## src/rtl/move_entry_ctrl.sv

```systemverilog
// move_entry_ctrl
//   Front-end for the tic-tac-toe board. Five raw push-buttons are
//   synchronised and debounced; the direction buttons steer a wrap-around
//   3x3 cursor and the select button requests a move at the cursor. Legal
//   moves are issued to the board as a one-cycle set strobe and confirmed
//   by watching the board's occupancy vector; illegal moves and moves the
//   board never confirms produce a one-cycle reject pulse.
//
// Ports
//   clk, reset              clock (rising edge), async active-high reset
//   btn_up/down/left/right  raw cursor buttons, active-high, asynchronous
//   btn_sel                 raw confirm button
//   board_valid[8:0]        cell occupancy, bit = row*3+col
//   game_state[1:0]         00 playing, 01/10 win, 11 draw
//   cur_row/cur_col         cursor position, 0..2
//   set, row, col           one-cycle move strobe with latched target
//   busy                    a move is being issued or awaiting confirmation
//   reject                  one-cycle pulse: illegal move or no confirmation
//   move_count              confirmed moves since reset, saturates at 9
module move_entry_ctrl #(
  parameter int DEBOUNCE_CYCLES = 4,
  parameter int ACK_TIMEOUT     = 4
) (
  input  logic       clk,
  input  logic       reset,
  input  logic       btn_up,
  input  logic       btn_down,
  input  logic       btn_left,
  input  logic       btn_right,
  input  logic       btn_sel,
  input  logic [8:0] board_valid,
  input  logic [1:0] game_state,
  output logic [1:0] cur_row,
  output logic [1:0] cur_col,
  output logic       set,
  output logic [1:0] row,
  output logic [1:0] col,
  output logic       busy,
  output logic       reject,
  output logic [3:0] move_count
);

  localparam int B_UP = 0, B_DOWN = 1, B_LEFT = 2, B_RIGHT = 3, B_SEL = 4;
  localparam logic [7:0] DB_LAST  = 8'(DEBOUNCE_CYCLES - 1);
  localparam logic [3:0] ACK_LAST = 4'(ACK_TIMEOUT - 1);

  typedef enum logic [1:0] {IDLE, ISSUE, WAIT_ACK} state_t;

  function automatic logic [3:0] cell_idx(input logic [1:0] r, input logic [1:0] c);
    return ({2'b00, r} * 4'd3) + {2'b00, c};
  endfunction

  function automatic logic [1:0] wrap_inc(input logic [1:0] v);
    return (v == 2'd2) ? 2'd0 : v + 2'd1;
  endfunction

  function automatic logic [1:0] wrap_dec(input logic [1:0] v);
    return (v == 2'd0) ? 2'd2 : v - 2'd1;
  endfunction

  logic [4:0]      btn_raw;
  logic [4:0]      sync1_q, sync2_q;
  logic [4:0]      db_q, db_d;
  logic [4:0]      evt_q, evt_d;
  logic [4:0][7:0] dbc_q, dbc_d;
  logic [1:0]      cur_row_q, cur_row_d, cur_col_q, cur_col_d;
  state_t          state_q, state_d;
  logic [1:0]      row_q, row_d, col_q, col_d;
  logic            reject_q, reject_d;
  logic [3:0]      ack_cnt_q, ack_cnt_d;
  logic [3:0]      move_cnt_q, move_cnt_d;
  logic [15:0]     valid_ext;
  logic [3:0]      cur_idx, tgt_idx;

  assign btn_raw   = {btn_sel, btn_right, btn_left, btn_down, btn_up};
  assign valid_ext = {7'd0, board_valid};
  assign cur_idx   = cell_idx(cur_row_q, cur_col_q);
  assign tgt_idx   = cell_idx(row_q, col_q);

  // Debounce stage: a level must disagree with the debounced state for
  // DEBOUNCE_CYCLES consecutive samples before it is accepted.
  always_comb begin
    db_d  = db_q;
    dbc_d = dbc_q;
    for (int i = 0; i < 5; i++) begin
      if (sync2_q[i] != db_q[i]) begin
        if (dbc_q[i] == DB_LAST) begin
          db_d[i]  = ~db_q[i];
          dbc_d[i] = '0;
        end else begin
          dbc_d[i] = dbc_q[i] + 8'd1;
        end
      end else begin
        dbc_d[i] = '0;
      end
    end
    evt_d = db_d & ~db_q;
  end

  // Cursor stage: opposing events in one cycle cancel; row and column
  // axes are independent.
  always_comb begin
    cur_row_d = cur_row_q;
    cur_col_d = cur_col_q;
    if (evt_q[B_UP] && !evt_q[B_DOWN])         cur_row_d = wrap_dec(cur_row_q);
    else if (evt_q[B_DOWN] && !evt_q[B_UP])    cur_row_d = wrap_inc(cur_row_q);
    if (evt_q[B_LEFT] && !evt_q[B_RIGHT])      cur_col_d = wrap_dec(cur_col_q);
    else if (evt_q[B_RIGHT] && !evt_q[B_LEFT]) cur_col_d = wrap_inc(cur_col_q);
  end

  // Move FSM stage
  always_comb begin
    state_d    = state_q;
    row_d      = row_q;
    col_d      = col_q;
    reject_d   = 1'b0;
    ack_cnt_d  = ack_cnt_q;
    move_cnt_d = move_cnt_q;
    case (state_q)
      IDLE: begin
        if (evt_q[B_SEL]) begin
          if ((game_state != 2'b00) || valid_ext[cur_idx]) begin
            reject_d = 1'b1;
          end else begin
            row_d   = cur_row_q;
            col_d   = cur_col_q;
            state_d = ISSUE;
          end
        end
      end
      ISSUE: begin
        ack_cnt_d = '0;
        state_d   = WAIT_ACK;
      end
      WAIT_ACK: begin
        // game_state is deliberately not consulted: the board decides.
        if (valid_ext[tgt_idx]) begin
          if (move_cnt_q != 4'd9) move_cnt_d = move_cnt_q + 4'd1;
          state_d = IDLE;
        end else if (ack_cnt_q == ACK_LAST) begin
          reject_d = 1'b1;
          state_d  = IDLE;
        end else begin
          ack_cnt_d = ack_cnt_q + 4'd1;
        end
      end
      default: state_d = IDLE;
    endcase
  end

  always_ff @(posedge clk or posedge reset) begin
    if (reset) begin
      sync1_q    <= '0;
      sync2_q    <= '0;
      db_q       <= '0;
      dbc_q      <= '0;
      evt_q      <= '0;
      cur_row_q  <= '0;
      cur_col_q  <= '0;
      state_q    <= IDLE;
      row_q      <= '0;
      col_q      <= '0;
      reject_q   <= 1'b0;
      ack_cnt_q  <= '0;
      move_cnt_q <= '0;
    end else begin
      sync1_q    <= btn_raw;
      sync2_q    <= sync1_q;
      db_q       <= db_d;
      dbc_q      <= dbc_d;
      evt_q      <= evt_d;
      cur_row_q  <= cur_row_d;
      cur_col_q  <= cur_col_d;
      state_q    <= state_d;
      row_q      <= row_d;
      col_q      <= col_d;
      reject_q   <= reject_d;
      ack_cnt_q  <= ack_cnt_d;
      move_cnt_q <= move_cnt_d;
    end
  end

  assign cur_row    = cur_row_q;
  assign cur_col    = cur_col_q;
  assign set        = (state_q == ISSUE);
  assign busy       = (state_q != IDLE);
  assign row        = row_q;
  assign col        = col_q;
  assign reject     = reject_q;
  assign move_count = move_cnt_q;

endmodule

```

## config.mk

```make
export PLATFORM = sky130hd
export DESIGN_NAME = move_entry_ctrl
export DESIGN_NICKNAME = d
export VERILOG_FILES = /design/src/rtl/move_entry_ctrl.sv
export SDC_FILE = /design/constraint.sdc
export NUM_CORES = 1
export LEC_CHECK = 0
export ABC_AREA = 1
export BUFFER_PORTS_ARGS = -buffer_cell sky130_fd_sc_hd__buf_2
export CAP_MARGIN = 20
export CORE_MARGIN = 2
export CORE_UTILIZATION = 50
export DETAILED_ROUTE_END_ITERATION = 10
export GPL_TIMING_DRIVEN = 1
export PLACE_DENSITY_LB_ADDON = 0.3
export RECOVER_POWER = 50
export SLEW_MARGIN = 10
export SYNTH_ARGS = -nofsm -noshare
export SYNTH_HDL_FRONTEND = slang
export SYNTH_SLANG_ARGS = --single-unit
```

## constraint.sdc

```tcl
create_clock -name clk -period 3 [get_ports clk]
set_input_delay 0.6 -clock clk [delete_from_list [all_inputs] [get_ports clk]]
set_output_delay 0.6 -clock clk [all_outputs]
set_load 0.05 [all_outputs]
```

==> run summary <==
The flow ran to the end, and the final reports show no timing, DRC or antenna violations. Synthesis instantiated 29 different standard cells from the library. Global routing used 18.1% of the available tracks across all layers. The total length of routed wires came out at 7020 µm. Detailed placement ended at an HPWL of 5280 µm. The maximum number of pins on one net before global-route repair came out at 35. The total instance count after detailed placement is 582. Counting the fill cells in the layout gives 685. The final antenna diode count is 0. The count of nets after finishing came out at 536. The final hold violation count came out at 0. The clock buffer count from CTS came out at 9. The cts-stage hold buffer count is 0. The number of nets produced by synthesis came out at 491.

The final worst-path setup slack came out at 464 ps. The number of sinks on the clock net came out at 79. The via count is 2,994. In the synthesized netlist, the cells that appear most often are dfrtp_1, inv_1, nand2_1, nor2_1, nand3_1.

The via count of the first global-routing pass is 2,921. The dominant cell by count in the synthesized netlist is dfrtp_1. CTS placed an instance of clkbuf_8 at the clock tree root. The final max-slew violation count is 0. The iteration-0 DRC count of the detailed router came out at 123.

In the synthesized netlist the async set-or-reset flop fraction comes to 100%. Max-cap violations in this run came to 0. The critical path is of the reg -> reg type. Setup repair after global routing left no endpoint under its margin.

Walking the worst path, the cells encountered are fa_1 > ha_1 > fa_1 > o21ai_0 > nand2_1 > nor2_4 > inv_1 > nand2_1 > o21ai_1. Pin placement for this block handled 33 I/O pins. The clock latency on the worst-skew pair came out at 350 ps. The area of combinational cells with multiple inputs came out at 1720 µm². The count of buffers inserted at the top-level ports came out at 32.

Of all cell types, the one taking the most synthesized area is dfrtp_1. The peak ir drop on the vdd network is 0.362 mV. The critical path endpoint category is a flip-flop. The post-synthesis instance total came out at 446.

The sequential fraction of the synthesis area is 49.7%. The detail route stage leaves a number of antenna-violating nets equal to 0. The worst stage delay on the critical path is 520 ps.

The nature of the critical path startpoint is a flip-flop. The clock-pin slew on the worst setup and hold paths is 80 ps. The core box area came out at 7730 µm².

The top cell type by area accounts for 49.7% of the synthesized area. In this run the power density over the cells is 940 nW/µm². The remaining global-route overflow is 0. The final-layout worst hold slack is 351 ps. Data arrives at the worst endpoint at 2780 ps. The detailed-route wire length per cell came out at 11.7 µm. The synthesized area per cell came out at 8.93 µm².

The horizontal die dimension came out at 93.2 µm. The setup slack at placement came out at 504 ps. The final critical path time including I/O delays and setup came out at 2540 ps.

The primary flip-flop cell chosen by synthesis mapping is dfrtp_1. The share of final-layout standard cells stronger than drive strength 1 came out at 12.1%. In this run the deepest clock path goes through 2 buffers. The final sum of negative setup slack came out at 0 ps. The y dimension of the die is 93.2 µm. The maximum fanout along the worst path is 5.

The number of vias per cell after detailed routing came out at 5.01. The dominant delay contributor by cell family on the critical path is adder cells. Sorting the synthesized cells by area gives the leading types as dfrtp_1, ha_1, inv_1, nand2_1, nand3_1. The maximum operating frequency came out at 0.394 GHz. The register area came out at 1980 µm². The count of buffering cells on the critical path with inverters included is 1.

The number of buffers inserted to repair setup after CTS is 0. The floorplan row count is 32. The number of remaining DRC errors came out at 0. The worst clock skew came out at 10.4 ps. For this configuration, the core starts out at a cell density of 51.5%. The H-tree generated during clock tree synthesis spans 3 levels. The number of synthesized flops with an enable pin is 0.

The standby leakage power is 0.00223 µW. The number of standard cells in the final layout excluding fillers came out at 598. The number of iterations in the first detailed-routing pass is 4. The post-synthesis instance area is 3980 µm². The global-route wire length before repair came out at 12,500 µm. The data required time at the worst endpoint came out at 3240 ps. The number of synthesized register bits came out at 79. In the finished design, the share of the clock period the worst path needs comes to 84.5%.

The actual transition at the worst max-transition pin is 1410 ps. The initial antenna violation count came to 0. The weighted congestion reported at the end of routability-driven placement is 0.838. The worst hold path belongs to the class reg -> reg. The clock tree from TritonCTS is built. The count of yosys warnings during synthesis is 0. Setup violations remaining at the end of the flow were counted as 0.

The die outline area is 8690 µm². The post-cts gate resize count came out at 0. The worst pin sits at a relative slew slack of 5.46%. The critical path's slowest cell is fa_1. The growth of design area from synthesis to finish came out at 12.2%.
## final timing paths
kind / from / end / slack [ps] / depth (start not counted)
setup / recovery: row[0]$_DFFE_PP0P_ / move_count[1]$_DFFE_PP0P_ / 460 / 9
hold / removal: sync1_q[1]$_DFF_PP0_ / sync2_q[1]$_DFF_PP0_ / 350 / 0
setup reg to reg: row[0]$_DFFE_PP0P_ / move_count[1]$_DFFE_PP0P_ / 460 / 9
hold reg to reg: sync1_q[1]$_DFF_PP0_ / sync2_q[1]$_DFF_PP0_ / 350 / 0
max in group asynchronous: reset / dbc_q[4]$_DFF_PP0_ / 850 / 3
min in group asynchronous: reset / dbc_q[13]$_DFF_PP0_ / 560 / 2
## cells by family after synthesis
logic type	synth area share [%]
DFF	49.7
xor gates and xnor gates	3.96
buffers and inverters	7.17
adders and majority gates	9.24
and+or+nand+nor	24.3
AOI/OAI and AO/OA	5.69
## area by class of cell
cell class	count	share of cell area, %
clock inverter	6	1.37
tap	102	2.86
clock buffer	10	2.86
timing repair buffer	34	3.78
sequential	79	44.2
inverter	76	6.41
multi-input combinational	291	38.5
## where the power goes
part	leakage [µW]	internal (µW)	total, µW	switching (µW)
combinational	0.00109	653	1950	1300
clock	0.0000960	382	759	377
sequential	0.00104	1280	1490	210
## routing by layer
metal	vias to the layer above	GRT usage (%)	part of all wire, %
met5	-	0	0
met4	0	5.15	1.2
met3	6	4.83	3.8
met2	45	30.2	48
met1	1422	23.3	47
li1	1521	-	-
## stage by stage
step	cell area [µm²]	total power, µW	util [%]
finish	4470	4200	57.8
floorplan	3980	3020	-
global placement	4290	3380	55.5
global route	4470	4540	57.8
CTS	4470	4240	57.9
detailed placement	4290	3460	55.5
## flip-flops by register name, summed over array words and instances, names as in the netlist
register,count
row,2
dbc_q,40
cur_col,2
db_q,5
col,2
move_count,4
evt_q,5
sync1_q,5
state_q,2
sync2_q,5
cur_row,2
reject,1
ack_cnt_q,4
## placed cells by master (no fill, tap or decap), types with 5 or more instances in the layout
master | synthesis | layout
nand4_1 | 5 | 5
a21oi_1 | 12 | 12
nand3_1 | 39 | 39
nor3_1 | 13 | 13
o21ai_0 | 14 | 14
dfrtp_1 | 79 | 79
ha_1 | 23 | 23
clkbuf_8 | 0 | 9
and3_1 | 5 | 5
buf_2 | 0 | 32
nor4_1 | 9 | 9
nor2_1 | 47 | 47
nand2_1 | 74 | 74
xor2_1 | 11 | 11
inv_1 | 74 | 73
xnor2_1 | 7 | 7
a31oi_1 | 5 | 5
Power figures use the tool's default switching activity.
